--- src/rtl/z80_bus_sync_if.sv ---
// Z80 pin bundle and the qualified bus record presented to the decoder.
interface z80_bus_sync_if;
    logic [15:0] z80_a;
    logic [7:0]  z80_d_in;
    logic        z80_rd;
    logic        z80_wr;
    logic        z80_mreq;
    logic        z80_iorq;
    logic        z80_m1;
    logic [15:0] bus_a;
    logic [7:0]  bus_d;
    logic        bus_rd_n;
    logic        bus_wr_n;
    logic        bus_mreq_n;
    logic        bus_iorq_n;
    logic        bus_m1_n;
    logic        cyc_start;
    logic        cyc_end;
    logic [2:0]  cyc_kind;
    logic [7:0]  glitch_cnt;
    logic [7:0]  err_cnt;

    modport slave (
        input  z80_a, z80_d_in, z80_rd, z80_wr,
        input  z80_mreq, z80_iorq, z80_m1,
        output bus_a, bus_d, bus_rd_n, bus_wr_n,
        output bus_mreq_n, bus_iorq_n, bus_m1_n,
        output cyc_start, cyc_end, cyc_kind,
        output glitch_cnt, err_cnt
    );

    modport master (
        output z80_a, z80_d_in, z80_rd, z80_wr,
        output z80_mreq, z80_iorq, z80_m1,
        input  bus_a, bus_d, bus_rd_n, bus_wr_n,
        input  bus_mreq_n, bus_iorq_n, bus_m1_n,
        input  cyc_start, cyc_end, cyc_kind,
        input  glitch_cnt, err_cnt
    );
endinterface

--- src/rtl/z80_bus_sync.sv ---
// Z80 bus front end: strobe synchronisers, RD/WR glitch filter and
// one registered cycle record per Z80 read or write.
module z80_bus_sync #(
    parameter int SYNC_STAGES = 2,
    parameter int FILT        = 2
) (
    input logic           clk,
    input logic           rst,
    z80_bus_sync_if.slave zb
);

    typedef enum logic [1:0] {
        IDLE, QUAL, ACTIVE, RELEASE
    } state_t;

    localparam logic [2:0] FILT_M1 = 3'(FILT - 1);

    localparam logic [2:0] K_IDLE = 3'd0;
    localparam logic [2:0] K_M1   = 3'd1;
    localparam logic [2:0] K_MRD  = 3'd2;
    localparam logic [2:0] K_MWR  = 3'd3;
    localparam logic [2:0] K_IORD = 3'd4;
    localparam logic [2:0] K_IOWR = 3'd5;
    localparam logic [2:0] K_UNDF = 3'd7;

    state_t state, state_nx;

    // strobe vector order: {m1, iorq, mreq, wr, rd}, all active-low
    logic [4:0] pins;
    logic [SYNC_STAGES-1:0][4:0] sy;
    logic [4:0] strb;
    logic [15:0] a_s;
    logic [7:0]  d_s;
    logic act;

    logic [4:0]  sh;
    logic [15:0] sh_a;
    logic [7:0]  sh_d;
    logic [2:0]  qcnt, qcnt_nx;
    logic [2:0]  rcnt, rcnt_nx;

    logic latch, enter, leave, glitch;
    logic [4:0]  src;
    logic [15:0] src_a;
    logic [7:0]  src_d;
    logic        rd_l, wr_l, both;
    logic [2:0]  kind;

    assign pins = {zb.z80_m1, zb.z80_iorq, zb.z80_mreq,
                   zb.z80_wr, zb.z80_rd};
    assign strb = sy[SYNC_STAGES-1];
    assign act  = ~strb[0] | ~strb[1];

    always_ff @(posedge clk or posedge rst) begin
        if (rst) begin
            sy  <= '1;
            a_s <= '0;
            d_s <= '0;
        end else begin
            sy  <= {sy[SYNC_STAGES-2:0], pins};
            a_s <= zb.z80_a;
            d_s <= zb.z80_d_in;
        end
    end

    always_ff @(posedge clk or posedge rst) begin
        if (rst) begin
            state <= IDLE;
            qcnt  <= '0;
            rcnt  <= '0;
        end else begin
            state <= state_nx;
            qcnt  <= qcnt_nx;
            rcnt  <= rcnt_nx;
        end
    end

    always_comb begin
        state_nx = state;
        qcnt_nx  = qcnt;
        rcnt_nx  = rcnt;
        latch    = 1'b0;
        enter    = 1'b0;
        leave    = 1'b0;
        glitch   = 1'b0;
        unique case (state)
            IDLE: begin
                if (act) begin
                    latch   = 1'b1;
                    qcnt_nx = 3'd1;
                    if (FILT == 1) begin
                        enter    = 1'b1;
                        state_nx = ACTIVE;
                    end else begin
                        state_nx = QUAL;
                    end
                end
            end
            QUAL: begin
                if (act) begin
                    qcnt_nx = qcnt + 3'd1;
                    if (qcnt >= FILT_M1) begin
                        enter    = 1'b1;
                        state_nx = ACTIVE;
                    end
                end else begin
                    glitch   = 1'b1;
                    state_nx = IDLE;
                end
            end
            ACTIVE: begin
                if (!act) begin
                    leave    = 1'b1;
                    rcnt_nx  = 3'd1;
                    state_nx = RELEASE;
                end
            end
            RELEASE: begin
                // a re-assertion here is ringing on the old strobe
                if (act) begin
                    rcnt_nx = 3'd0;
                end else if (rcnt >= FILT_M1) begin
                    state_nx = IDLE;
                end else begin
                    rcnt_nx = rcnt + 3'd1;
                end
            end
            default: state_nx = IDLE;
        endcase
    end

    // With FILT = 1 the cycle is entered straight from IDLE,
    // before the shadow registers hold the sample.
    assign src   = (state == IDLE) ? strb : sh;
    assign src_a = (state == IDLE) ? a_s  : sh_a;
    assign src_d = (state == IDLE) ? d_s  : sh_d;

    assign wr_l = ~src[1];
    assign both = ~src[0] & wr_l;
    assign rd_l = ~src[0] & ~wr_l;

    always_comb begin
        kind = K_UNDF;
        if (!src[2]) begin
            if (!src[4] && rd_l) kind = K_M1;
            else if (rd_l)       kind = K_MRD;
            else                 kind = K_MWR;
        end else if (!src[3]) begin
            kind = rd_l ? K_IORD : K_IOWR;
        end
    end

    always_ff @(posedge clk or posedge rst) begin
        if (rst) begin
            sh            <= '1;
            sh_a          <= '0;
            sh_d          <= '0;
            zb.bus_a      <= '0;
            zb.bus_d      <= '0;
            zb.bus_rd_n   <= 1'b1;
            zb.bus_wr_n   <= 1'b1;
            zb.bus_mreq_n <= 1'b1;
            zb.bus_iorq_n <= 1'b1;
            zb.bus_m1_n   <= 1'b1;
            zb.cyc_start  <= 1'b0;
            zb.cyc_end    <= 1'b0;
            zb.cyc_kind   <= K_IDLE;
            zb.glitch_cnt <= '0;
            zb.err_cnt    <= '0;
        end else begin
            zb.cyc_start <= 1'b0;
            zb.cyc_end   <= 1'b0;
            if (latch) begin
                sh   <= strb;
                sh_a <= a_s;
                sh_d <= d_s;
            end
            if (enter) begin
                zb.bus_a      <= src_a;
                if (wr_l) zb.bus_d <= src_d;
                zb.bus_rd_n   <= ~rd_l;
                zb.bus_wr_n   <= src[1];
                zb.bus_mreq_n <= src[2];
                zb.bus_iorq_n <= src[3];
                zb.bus_m1_n   <= src[4];
                zb.cyc_kind   <= kind;
                zb.cyc_start  <= 1'b1;
                if (both && zb.err_cnt != 8'hff)
                    zb.err_cnt <= zb.err_cnt + 8'd1;
            end
            if (leave) begin
                zb.bus_rd_n   <= 1'b1;
                zb.bus_wr_n   <= 1'b1;
                zb.bus_mreq_n <= 1'b1;
                zb.bus_iorq_n <= 1'b1;
                zb.bus_m1_n   <= 1'b1;
                zb.cyc_kind   <= K_IDLE;
                zb.cyc_end    <= 1'b1;
            end
            if (glitch && zb.glitch_cnt != 8'hff)
                zb.glitch_cnt <= zb.glitch_cnt + 8'd1;
        end
    end

endmodule

--- src/flat_wrapper.sv ---
// flat-port wrapper written by rule: the top's interface ports become plain ports
module z80_bus_sync_flat 
#(
    parameter int SYNC_STAGES = 2,
    parameter int FILT        = 2
)
  (clk, rst, zb_z80_a, zb_z80_d_in, zb_z80_rd, zb_z80_wr, zb_z80_mreq, zb_z80_iorq, zb_z80_m1, zb_bus_a, zb_bus_d, zb_bus_rd_n, zb_bus_wr_n, zb_bus_mreq_n, zb_bus_iorq_n, zb_bus_m1_n, zb_cyc_start, zb_cyc_end, zb_cyc_kind, zb_glitch_cnt, zb_err_cnt);
  z80_bus_sync_if zb_i ();
  input logic clk;
  input logic rst;
  input wire logic [$bits(zb_i.z80_a)-1:0] zb_z80_a;
  input wire logic [$bits(zb_i.z80_d_in)-1:0] zb_z80_d_in;
  input wire logic [$bits(zb_i.z80_rd)-1:0] zb_z80_rd;
  input wire logic [$bits(zb_i.z80_wr)-1:0] zb_z80_wr;
  input wire logic [$bits(zb_i.z80_mreq)-1:0] zb_z80_mreq;
  input wire logic [$bits(zb_i.z80_iorq)-1:0] zb_z80_iorq;
  input wire logic [$bits(zb_i.z80_m1)-1:0] zb_z80_m1;
  output wire logic [$bits(zb_i.bus_a)-1:0] zb_bus_a;
  output wire logic [$bits(zb_i.bus_d)-1:0] zb_bus_d;
  output wire logic [$bits(zb_i.bus_rd_n)-1:0] zb_bus_rd_n;
  output wire logic [$bits(zb_i.bus_wr_n)-1:0] zb_bus_wr_n;
  output wire logic [$bits(zb_i.bus_mreq_n)-1:0] zb_bus_mreq_n;
  output wire logic [$bits(zb_i.bus_iorq_n)-1:0] zb_bus_iorq_n;
  output wire logic [$bits(zb_i.bus_m1_n)-1:0] zb_bus_m1_n;
  output wire logic [$bits(zb_i.cyc_start)-1:0] zb_cyc_start;
  output wire logic [$bits(zb_i.cyc_end)-1:0] zb_cyc_end;
  output wire logic [$bits(zb_i.cyc_kind)-1:0] zb_cyc_kind;
  output wire logic [$bits(zb_i.glitch_cnt)-1:0] zb_glitch_cnt;
  output wire logic [$bits(zb_i.err_cnt)-1:0] zb_err_cnt;
  assign zb_i.z80_a = zb_z80_a;
  assign zb_i.z80_d_in = zb_z80_d_in;
  assign zb_i.z80_rd = zb_z80_rd;
  assign zb_i.z80_wr = zb_z80_wr;
  assign zb_i.z80_mreq = zb_z80_mreq;
  assign zb_i.z80_iorq = zb_z80_iorq;
  assign zb_i.z80_m1 = zb_z80_m1;
  assign zb_bus_a = zb_i.bus_a;
  assign zb_bus_d = zb_i.bus_d;
  assign zb_bus_rd_n = zb_i.bus_rd_n;
  assign zb_bus_wr_n = zb_i.bus_wr_n;
  assign zb_bus_mreq_n = zb_i.bus_mreq_n;
  assign zb_bus_iorq_n = zb_i.bus_iorq_n;
  assign zb_bus_m1_n = zb_i.bus_m1_n;
  assign zb_cyc_start = zb_i.cyc_start;
  assign zb_cyc_end = zb_i.cyc_end;
  assign zb_cyc_kind = zb_i.cyc_kind;
  assign zb_glitch_cnt = zb_i.glitch_cnt;
  assign zb_err_cnt = zb_i.err_cnt;
  z80_bus_sync #(.SYNC_STAGES(SYNC_STAGES), .FILT(FILT)) u_core (.clk(clk), .rst(rst), .zb(zb_i));
endmodule
--- config.mk ---
export PLATFORM = sky130hd
export DESIGN_NAME = z80_bus_sync_flat
export DESIGN_NICKNAME = d
export VERILOG_FILES = /design/src/rtl/z80_bus_sync_if.sv /design/src/rtl/z80_bus_sync.sv /design/src/flat_wrapper.sv
export SDC_FILE = /design/constraint.sdc
export NUM_CORES = 1
export LEC_CHECK = 0
export CORE_MARGIN = 10
export CORE_UTILIZATION = 50
export CTS_CLUSTER_DIAMETER = 100
export CTS_CLUSTER_SIZE = 28
export DETAILED_ROUTE_END_ITERATION = 6
export PLACE_DENSITY = 0.73
export SYNTH_ARGS = -nofsm -noshare
export SYNTH_HDL_FRONTEND = slang
export SYNTH_SLANG_ARGS = --single-unit
--- constraint.sdc ---
create_clock -name clk -period 6.65 [get_ports clk]
set_input_delay 0.9975 -clock clk [delete_from_list [all_inputs] [get_ports clk]]
set_output_delay 0.9975 -clock clk [all_outputs]
set_load 0.01 [all_outputs]
# Word level (Yosys, flattened, before mapping)
# Index checks and enable logic that the tools add are counted.
[op_classes]
n_reduce_logical = 13
muxes = 44
n_eq_ne = 12
n_bitwise = 8
magnitude_cmp = 2
addsub = 4
[op_table]
columns = ["op", "count"]
rows = [
  ["$mux W3", 10],
  ["$mux W1", 22],
  ["$add A8 B1 Y8 const B", 2],
  ["$mux W16", 1],
  ["$ne A8 B8 Y1 const B", 2],
  ["$mux W2", 6],
  ["$pmux W3 S2", 2],
  ["$mux W8", 1],
  ["$pmux W2 S4", 1],
  ["$add A3 B1 Y3 const B", 2],
  ["$ge A3 B1 Y1 const B", 2],
  ["$ne A2 B1 Y1 const B", 3],
  ["$reduce_and A3 Y1", 2],
  ["$reduce_bool A2 Y1", 3],
  ["$mux W5", 1],
  ["$not A1 Y1", 5],
  ["$reduce_and A5 Y1", 1],
  ["$eq A2 B2 Y1 const B", 2],
  ["$ne A2 B2 Y1 const B", 2],
  ["$reduce_and A2 Y1", 2],
  ["$logic_and A1 B1 Y1", 3],
  ["$ne A3 B2 Y1 const B", 1],
  ["$ne A3 B3 Y1 const B", 1],
  ["$and A1 B1 Y1", 2],
  ["other kinds (4)", 4],
]
[totals]
register_bits = 121
output_inout_bits = 50

# Depth between registers and ports, before layout
# Gate-level depths: netlist (run 1).
[logic_depth]
depth_word = 9
depth_mapped = 10

# Worst setup path after synthesis (run 1)
# Ideal clock, no wire load.
[synth_path]
path_type = "flip-flop to flip-flop"
from = "register u_core.qcnt[0]"
to = "register u_core.zb.err_cnt[1]"
path_stages_with_launch = 8
slack_ps = 4735
setup_ps = 128
path_buffers = 0
arrival_time_ps = 1787
path_cell_list = "dfrtp_1 ha_1 or4_1 and2_4 nand2_4 inv_4 nand4_4 mux2_1"
[synth_between]
elab_chain_len = 5
[synth_lines]
columns = ["item", "line_no", "source"]
rows = [
  ["start: declaration", "z80_bus_sync.sv:39", "logic [2:0] qcnt, qcnt_nx;"],
  ["start signal: assignment", "z80_bus_sync.sv:73", "qcnt <= qcnt_nx;"],
  ["$ge A3 B1 Y1", "z80_bus_sync.sv:102", "if (qcnt >= FILT_M1) begin"],
  ["$mux W1", "z80_bus_sync.sv:102", ""],
  ["$mux W1", "z80_bus_sync.sv:100", "if (act) begin"],
  ["$mux W1", "z80_bus_sync.sv:86", "unique case (state)"],
  ["named net u_core.enter", "z80_bus_sync.sv:42", "logic latch, enter, leave, glitch;"],
  ["$reduce_and A2 Y1 (no line)", "-", ""],
  ["end signal: assignment", "z80_bus_sync.sv:189", "zb.err_cnt <= zb.err_cnt + 8'd1;"],
  ["end: declaration", "z80_bus_sync_if.sv:29", "output glitch_cnt, err_cnt"],
]
# The timed path passes the listed nets, and every way through them passes these cells.
# A chain may end at the register's enable or synchronous reset.

# Worst setup path after layout (run 1)
[layout_path]
from = "register u_core.zb.bus_iorq_n"
to = "output zb_bus_iorq_n"
[layout_lines]
columns = ["item", "line_no", "source"]
rows = [
  ["start: declaration", "z80_bus_sync_if.sv:27", "output bus_mreq_n, bus_iorq_n, bus_m1_n,"],
  ["start signal: assignment", "z80_bus_sync.sv:184", "zb.bus_iorq_n <= src[3];"],
  ["end: declaration", "flat_wrapper.sv:23", "output wire logic [$bits(zb_i.bus_iorq_n)-1:0] zb_bus_iorq_n;"],
]
# No word-level cell between the ends.

==> summary.md, run 1 <==
| Metric | Value |
|---|---|
| Initial Util | 0.514 |
| Final WL | 9870 µm |
| Setup Buffers After CTS | 0 |
| Cell variety after synth | 49 |
| Post-layout util | 0.676 |
| Area leader, netlist | dfrtp_1 |
| Outcome | finished clean |
| Post-route DRC | 0 |
| Delay of the slowest cell on the worst path | 0.55 ns |
| Root buffer cell | clkbuf_8 |
| Setup violations, final | 0 |
| Cell Rows | 35 |
| Vias per Instance | 5.22 |
| Max-slew violations | 0 |
| Largest net degree at the start of global routing | 79 |
| Clock buffer depth | 2 |
| Max transition margin | 0.396 |
| Share of layout cells above drive strength 1 | 0.194 |
| Final Hold Slack | 0.355 ns |
| Top cells by count, synth | dfrtp_1 (101), nand2_1 (63), mux2_2 (27), dfstp_2 (20), o21ai_0 (18) |
| Setup Total Neg Slack | 0 ns |
| Fill cell count | 661 |
| Hold Vio Cnt, Final | 0 |
| CP endpoint kind | primary output |
| Clock Skews | 0.00963 ns |
| Area of the core | 9240 µm² |
| Most used DFF post-synth | dfrtp_1 |
| Hold buffer count at CTS | 0 |
| CTS resizes | 0 |
| Clock Pin Slew Worst Setup and Hold Paths | 0.06 ns |
| Final period utilization | 0.392 |
| Vias in the first global route | 3301 |
| Antenna-violating nets left | 0 |
| Per-cell routed wire length | 16.3 µm |
| CTS sink count | 121 |
| CP top delay family | flip-flops |
| Die W | 117 µm |
| H-tree levels | 4 |
| Post-DP HPWL | 6570 µm |
| Startpoint class of the critical path | flop |
| Die area | 13800 µm² |
| 1st-iter DRT viols | 177 |
| CTS tree | done |
| Worst Max-Slew Pin Slew | 0.906 ns |
| Fin crit period | 2.60 ns |
| Critical Path AT | 1.61 ns |
| Max FO, Critical Path | 3 |
| Leak | 2.73 nW |
| Most common cell in the netlist | dfrtp_1 |
| Detailed-route via count | 3152 |
| Hold WC Path Type | flop to flop |
| Global route overflow | 0 |
| Critical path type | flop to primary output |
| Placer congestion estimate | 0.765 |
| Post-synthesis net count | 412 |
| WP data required | 5.65 ns |
| Layout area overhead | 31.6% |
| Total track usage | 0.147 |
| Global-route wire length before repair | 16500 µm |
| Drt first pass iters | 4 |
| Peak supply drop | 0.254 mV |
| Syn Std Cell Area | 4750 µm² |
| Port Buffers | 80 |
| Buffers & Inverters on Critical Path | 1 |
| Seq/Total Area, Yosys | 0.643 |
| Clk_lat worst skew | 0.51 ns |
| Critical path, cell by cell | clkdlybuf4s50_1 |
| Initial antenna violation count | 0 |
| I/O pins | 81 |
| Synth Instances | 375 |
| YS warnings | 0 |
| ANT cells | 0 |
| Nets | 499 |
| RSZ-0062 raised after global routing | false |
| Max_cap viols | 0 |
| Die Y | 117 µm |
| Synth top area cells | dfrtp_1 (53%), dfstp_2 (11%), mux2_2 (6.4%) |
| Crit-path slowest cell | dfstp_2 |
| Post-synth top area share | 0.533 |
| Ys async rst share | 1.00 |
| Mean Syn Cell Area | 12.7 µm² |
| FF+latch count, synth | 121 |
| TritonCTS buffer count | 17 |
| Max Freq | 384 MHz |
| Pwr Density | 478 nW/µm² |
| Post-synth EDFFs | 0 |
-- sequential cells by signal, indices dropped and copies added, names as in the netlist, 8 cells and up, named ones only --
register	flops
u_core.zb.bus_d	8
u_core.zb.glitch_cnt	8
u_core.zb.err_cnt	8
u_core.sh_d	8
u_core.a_s	16
u_core.zb.bus_a	16
u_core.d_s	8
u_core.sh_a	16
-- cells in the final DEF (no fill, tap or decap), drive strengths merged, types with 2 or more instances in the layout --
cell | Yosys | routed
dfrtp | 101 | 101
clkdlybuf4s50 | 0 | 80
nand2 | 65 | 65
mux2 | 29 | 29
clkbuf | 4 | 24
o21ai | 21 | 21
dfstp | 20 | 20
nand4b | 16 | 16
nor2 | 15 | 15
mux2i | 10 | 10
inv | 10 | 10
a21oi | 9 | 9
xor2 | 9 | 9
nand3 | 7 | 7
ha | 6 | 6
nand4 | 6 | 6
nor3 | 6 | 6
xnor2 | 5 | 5
buf | 12 | 4
clkinv | 0 | 4
o31ai | 3 | 3
a31oi | 3 | 3
bufinv | 0 | 3
a211oi | 2 | 2
and2 | 2 | 2
-- through the flow --
step | std cells | instance area (µm²) | total power, mW | worst slack [ns]
after global placement | 572 | 5660 | 2.07 | 3.92
final | 604 | 6240 | 2.99 | 4.05
after floorplan | 375 | 4750 | 1.71 | 2.47
after detailed placement | 572 | 5660 | 2.11 | 3.89
after global routing | 604 | 6240 | 3.16 | 4.01
after CTS | 604 | 6240 | 3.02 | 4.02
-- worst paths after layout --
check	slack (ns)	end	from	cells after the start
worst max register to register	4.23	u_core.zb.err_cnt[1]	u_core.state[0]	5
worst max-delay path	4.05	zb_bus_iorq_n	u_core.zb.bus_iorq_n	1
worst min register to register	0.35	u_core.strb[0]	u_core.sy[0]	0
min in group asynchronous	1.05	u_core.d_s[5]	rst	2
worst min-delay path	0.35	u_core.strb[0]	u_core.sy[0]	0
max in group asynchronous	4.50	u_core.sh[2]	rst	3
-- kinds of logic after synthesis --
family,count (synthesis),share of synthesized area
flip-flops,121,0.643
AND/OR/NAND/NOR,126,0.143
AO/OA/AOI/OAI,43,0.0535
multiplexers,39,0.0933
buffers and inverters,26,0.0250
adder cells (fa/ha/maj),6,0.0158
XOR/XNOR,14,0.0258
-- per-layer routing --
| metal | vias to the layer above | GRT usage | share of wire | routed length (µm) |
|---|---|---|---|---|
| met5 | - | 0 | 0 | 0 |
| met4 | 0 | 0.0689 | 0.011 | 104 |
| met3 | 10 | 0.0460 | 0.043 | 428 |
| met2 | 65 | 0.247 | 0.52 | 5170 |
| met1 | 1603 | 0.166 | 0.42 | 4170 |
| li1 | 1474 | - | - | - |
-- power breakdown --
group | internal [mW] | switching, mW
clock | 0.589 | 0.306
sequential | 0.997 | 0.179
combinational | 0.476 | 0.440
total | 2.06 | 0.925
-- area by class of cell --
| cell class | count | area [µm²] | area share |
|---|---|---|---|
| multi-input cells | 228 | 1570 | 0.252 |
| repair buffers | 84 | 831 | 0.133 |
| clock inverters | 8 | 121 | 0.0194 |
| well taps | 129 | 161 | 0.0259 |
| inverters | 10 | 42.5 | 0.00681 |
| flip-flops and latches | 121 | 3050 | 0.489 |
| clock buffers | 24 | 460 | 0.0737 |
Power figures use the tool's default switching activity.
==> run 2: changes to the inputs <==
clock period = 2.5 ns   (was 6.65 ns; I/O delays follow)
==> run 2 against run 1 <==
  * Flip-flop and latch count is the same
  * Utilization grew 1.2 points
  * Combinational power grew to 2.7 times the previous value
  * Largest power group unchanged
  * Critical path depth grew 6
==> summary.md, run 2 (same netlist as run 1, synthesis figures left out) <==
| Metric | Value |
|---|---|
| Outcome | finished clean |
| RSZ-0062 raised after global routing | false |
| Buffers & Inverters on Critical Path | 1 (unchanged) |
| Fill cell count | 638 (-3.5%) |
| Cell Rows | 35 (unchanged) |
| CTS sink count | 121 (unchanged) |
| Metal3 WL | 556 µm (+30%) |
| Max FO, Critical Path | 20 (+17) |
| Met2 WL | 5170 µm (+0.17%) |
| Max-slew violations | 0 (unchanged) |
| Critical path type | flop to flop |
| Die Y | 117 µm (unchanged) |
| DR top layer | met4 |
| Fin crit period | 2.09 ns |
| Worst Reg2Reg Path Length in Cells | 7 (+2) |
| Post-DP HPWL | 6890 µm (+5.0%) |
| TritonCTS buffer count | 17 (unchanged) |
| Register area | 3050 µm² (unchanged) |
| Initial Util | 0.514 (unchanged) |
| Delay of the slowest cell on the worst path | 0.49 ns (-0.06 ns) |
| ANT cells | 0 (unchanged) |
| Largest registers | u_core.a_s: 16 flops, u_core.sh_a: 16 flops, u_core.zb.bus_a: 16 flops |
| Per-cell routed wire length | 16.6 µm (+1.7%) |
| H-tree levels | 4 (unchanged) |
| Nets | 506 (+1.4%) |
| Worst Max-Slew Pin Slew | 0.588 ns (-0.318 ns) |
| Max Freq | 478 MHz |
| Vias per Instance | 5.12 (-1.8%) |
| Die area | 13800 µm² (unchanged) |
| Clock buffer depth | 2 (unchanged) |
| Clock Skews | 0.00766 ns (-0.00196 ns) |
| Startpoint class of the critical path | flop |
| CP startpoint | u_core.qcnt[0] |
| Reg2Reg Setup Slack | 0.41 ns (-3.82 ns) |
| Detailed-route via count | 3130 (-0.70%) |
| Leak | 2.78 nW (+2.1%) |
| Peak supply drop | 0.782 mV (+210%) |
| Placed Area | 5730 µm² (+1.2%) |
| Max_cap viols | 0 (unchanged) |
| Area occupied by multi-input gates | 1570 µm² (unchanged) |
| CP endpoint kind | flop |
| Critical Path AT | 2.49 ns (+0.88 ns) |
| Final WL | 10100 µm (+2.9%) |
| Crit-path slowest cell | or4_1 |
| Setup violations, final | 0 (unchanged) |
| Post-route DRC | 0 (unchanged) |
| Most frequent cells in the layout | dfrtp_1 (101), clkdlybuf4s50_1 (80), nand2_1 (63) |
| Pwr Density | 1290 nW/µm² (+170%) |
| Drt first pass iters | 4 (unchanged) |
| Area of the core | 9240 µm² (unchanged) |
| CTS resizes | 0 (unchanged) |
| 1st-iter DRT viols | 144 (-19%) |
| Post-layout util | 0.688 (+0.0125) |
| Setup Total Neg Slack | 0 ns (unchanged) |
| Total track usage | 0.151 (+0.00409) |
| CP top delay family | simple AND/OR/NAND/NOR gates |
| Share of layout cells above drive strength 1 | 0.214 (+0.0200) |
| Critical R2R Launch | u_core.qcnt[0] |
| Placer congestion estimate | 0.784 (+2.5%) |
| Max transition margin | 0.607 (+0.211) |
| WP data required | 2.90 ns (-2.75 ns) |
| Antenna-violating nets left | 0 (unchanged) |
| Crit path depth | 7 (+6) |
| Root buffer cell | clkbuf_8 |
| Hold Vio Cnt, Final | 0 (unchanged) |
| CTS tree | done |
| Global-route wire length before repair | 16900 µm (+2.3%) |
| Port Buffers | 80 (unchanged) |
| Hold WC Path Type | primary input to flop |
| Global route overflow | 0 (unchanged) |
| Clock Pin Slew Worst Setup and Hold Paths | 0.06 ns (about the same) |
| Setup Buffers After CTS | 0 (unchanged) |
| Clk_lat worst skew | 0.51 ns (about the same) |
| Critical path endpoint | u_core.zb.err_cnt[1] |
| Layout area overhead | 34.0% |
| Post-route cell area | 6360 µm² (+1.8%) |
| Vias in the first global route | 3337 (+1.1%) |
| Pwr Total | 8.20 mW (+170%) |
| Critical path, cell by cell | ha_1 > or4_1 > and2_4 > nand2_4 > inv_4 > nand4_4 > mux2_1 |
| Most common cell after layout, fill and taps aside | dfrtp_1 |
| Initial antenna violation count | 0 (unchanged) |
| Crit Reg-Reg Endpoint | u_core.zb.err_cnt[1] |
| I/O pins | 81 (unchanged) |
| Met1 wire length | 4360 µm (+4.6%) |
| Final period utilization | 0.836 |
| Hold buffer count at CTS | 0 (unchanged) |
| Largest net degree at the start of global routing | 31 (-61%) |
| Die W | 117 µm (unchanged) |
run 2: changes by cell type in the layout (fill, tap and decap cells not counted), sizes merged:
cell,before,now
buf,4,11
clkbuf,24,20
bufinv,3,4
inv,10,13
clkinv,4,3
clkinvlp,1,2
run 2: worst min path at each step:
stage	from	end	slack, ns	cells after the start
floorplan	u_core.sy[0]	u_core.strb[0]	0.35	0
global placement	u_core.sy[3]	u_core.strb[3]	0.35	0
detailed placement	u_core.sy[4]	u_core.strb[4]	0.35	0
CTS	zb_z80_wr	u_core.sy[1]	0.24	1
global route	zb_z80_m1	u_core.sy[4]	0.25	1
finish	zb_z80_wr	u_core.sy[1]	0.26	1
run 2: report_power, final:
group / switching, mW / internal [mW] / leakage, nW
sequential: 0.494 / 2.65 / 1.44
combinational: 1.19 / 1.29 / 1.03
clock: 0.887 / 1.69 / 0.307
run 2: layout make-up:
cell class	count	share of cell area
clock buffer	20	0.0701
timing repair buffer	91	0.141
sequential	121	0.480
inverter	10	0.00689
clock inverter	12	0.0291
multi-input combinational	228	0.248
tap	129	0.0254
run 2: per-stage QoR:
stage	std cells	worst slack, ns	hold slack [ns]
finish	611	0.410	0.264
CTS	611	0.409	0.243
floorplan	375	0.585	0.345
detailed placement	579	0.408	0.347
global placement	579	0.456	0.346
global route	611	0.232	0.245
run 2: layer usage:
| layer | vias up | global-route usage |
|---|---|---|
| met3 | 7 | 0.0528 |
| li1 | 1494 | - |
| met4 | 0 | 0.0618 |
| met2 | 76 | 0.243 |
| met5 | - | 0 |
| met1 | 1553 | 0.180 |
==> run 3: changes to the inputs <==
clock period = 2.17 ns   (was 2.5 ns; I/O delays follow)
==> run 3 against run 2 <==
  * Combinational power rose by 17%
  * Flip-flop and latch count unchanged
  * Worst setup slack got worse by 0.25 ns
  * Via count about the same
  * First-iteration DRC count increased by 30%
  * Die area unchanged
  * Maximum frequency grew 4.2%
==> summary.md, run 3 (same netlist as run 1, synthesis figures left out) <==
| Metric | Value |
|---|---|
| Die Y | 117 µm (unchanged) |
| WP data required | 2.55 ns (-0.35 ns) |
| Post-route DRC | 0 (unchanged) |
| Critical R2R Launch | u_core.qcnt[0] |
| Startpoint class of the critical path | flop |
| Max-slew violations | 0 (unchanged) |
| Fin crit period | 2.01 ns (-0.0843 ns) |
| Clock Pin Slew Worst Setup and Hold Paths | 0.06 ns (about the same) |
| Worst Reg2Reg Path Length in Cells | 7 (unchanged) |
| Vias in the first global route | 3394 (+1.7%) |
| Delay of the slowest cell on the worst path | 0.49 ns (about the same) |
| Hold WC Path Type | primary input to asynchronous set/reset pin |
| Die area | 13800 µm² (unchanged) |
| Most frequent cells in the layout | dfrtp_1 (101), clkdlybuf4s50_1 (80), nand2_1 (63) |
| CP endpoint kind | flop |
| Max Freq | 498 MHz (+4.2%) |
| Largest registers | u_core.a_s: 16 flops, u_core.sh_a: 16 flops, u_core.zb.bus_a: 16 flops |
| H-tree levels | 4 (unchanged) |
| Hold buffer count at CTS | 0 (unchanged) |
| Critical path type | flop to flop |
| Worst Max-Slew Pin Slew | 0.394 ns (-0.194 ns) |
| Critical Path AT | 2.38 ns (-0.11 ns) |
| Initial antenna violation count | 0 (unchanged) |
| Post-DP HPWL | 6790 µm (-1.5%) |
| Clk_lat worst skew | 0.50 ns (about the same) |
| Fill cell count | 667 (+4.5%) |
| Detailed-route via count | 3128 (-0.064%) |
| Die W | 117 µm (unchanged) |
| Global-route wire length before repair | 16800 µm (-0.73%) |
| CTS resizes | 0 (unchanged) |
| Root buffer cell | clkbuf_8 |
| Cell Rows | 35 (unchanged) |
| CTS tree | done |
| Setup violations, final | 0 (unchanged) |
| Vias per Instance | 5.10 (-0.39%) |
| CP top delay family | simple AND/OR/NAND/NOR gates |
| Max FO, Critical Path | 8 (-60%) |
| Final Hold Slack | 0.170 ns (-0.0942 ns) |
| Area of the core | 9240 µm² (unchanged) |
| Max transition margin | 0.737 (+0.130) |
| Setup Total Neg Slack | 0 ns (unchanged) |
| Nets | 508 (+0.40%) |
| Most common cell after layout, fill and taps aside | dfrtp_1 |
| CTS sink count | 121 (unchanged) |
| Crit path depth | 7 (unchanged) |
| I/O pins | 81 (unchanged) |
| Layout area overhead | 32.9% |
| Peak supply drop | 0.770 mV (-1.6%) |
| Global route overflow | 0 (unchanged) |
| Outcome | finished clean |
| Largest net degree at the start of global routing | 61 (+97%) |
| Initial Util | 0.514 (unchanged) |
| Clock buffer depth | 2 (unchanged) |
| Final period utilization | 0.925 (+0.0883) |
| Setup Buffers After CTS | 0 (unchanged) |
| Total track usage | 0.147 (-0.00416) |
| RSZ-0062 raised after global routing | false |
| Pwr Density | 1440 nW/µm² (+12%) |
| Critical path, cell by cell | ha_1 > or4_1 > and2_4 > nand2_4 > inv_4 > nand4_4 > mux2_1 |
| Crit-path slowest cell | or4_1 |
| Leak | 2.75 nW (-1.1%) |
| Clock Skews | 0.0101 ns (+0.00248 ns) |
| TritonCTS buffer count | 17 (unchanged) |
| ANT cells | 0 (unchanged) |
| Final WL | 9960 µm (-1.8%) |
| Placer congestion estimate | 0.789 (+0.73%) |
| Per-cell routed wire length | 16.3 µm (-2.2%) |
| Max_cap viols | 0 (unchanged) |
| 1st-iter DRT viols | 187 (+30%) |
| Port Buffers | 80 (unchanged) |
| Antenna-violating nets left | 0 (unchanged) |
| Drt first pass iters | 4 (unchanged) |
| CP startpoint | u_core.qcnt[0] |
| Share of layout cells above drive strength 1 | 0.211 (-0.00295) |
| Hold Vio Cnt, Final | 0 (unchanged) |
| Buffers & Inverters on Critical Path | 1 (unchanged) |
[run 3: cell count changes in the layout (fill, tap and decap cells not counted), sizes merged]
cell and change:
clkinv +1, buf +2, clkinvlp +2, bufinv -2
clkbuf +1, inv -2
[run 3: path summary, 6_finish.rpt]
kind / endpoint / slack, ns
min in group clk: u_core.sy[1] / 0.22
worst min register to register: u_core.strb[4] / 0.36
max in group asynchronous: u_core.zb.bus_m1_n / 1.35
worst max register to register: u_core.zb.err_cnt[1] / 0.16
worst min-delay path: u_core.zb.glitch_cnt[2] / 0.17
worst max-delay path: u_core.zb.err_cnt[1] / 0.16
[run 3: routing by layer]
layer / global-route usage / vias up / part of all wire
met2: 0.244 / 73 / 0.51
met1: 0.174 / 1564 / 0.44
met4: 0.0493 / 0 / 0.0077
li1: - / 1485 / -
met3: 0.0480 / 6 / 0.047
met5: 0 / - / 0
[run 3: metrics by stage]
step / std cells / utilization / power [mW] / setup WS, ns / area [µm²]
floorplan: 375 / - / 5.24 / 0.255 / 4750
global placement: 581 / 0.623 / 6.43 / 0.216 / 5760
detailed placement: 581 / 0.623 / 6.56 / 0.166 / 5760
CTS: 613 / 0.683 / 9.22 / 0.155 / 6310
global route: 613 / 0.683 / 9.68 / 0.0309 / 6310
finish: 613 / 0.683 / 9.11 / 0.164 / 6310
[run 3: area by class of cell]
| type | count | area [µm²] | area share |
|---|---|---|---|
| Tap cell | 129 | 161 | 0.0256 |
| Inverter | 10 | 43.8 | 0.00694 |
| Clock inverter | 11 | 124 | 0.0196 |
| Multi-Input combinational cell | 228 | 1570 | 0.250 |
| Timing Repair Buffer | 93 | 923 | 0.146 |
| Sequential cell | 121 | 3050 | 0.484 |
| Clock buffer | 21 | 429 | 0.0680 |
[run 3: report_power, final]
group          internal (mW)  switching, mW
Clock                   1.63          0.964
Sequential              3.05          0.553
Combinational           1.52           1.38
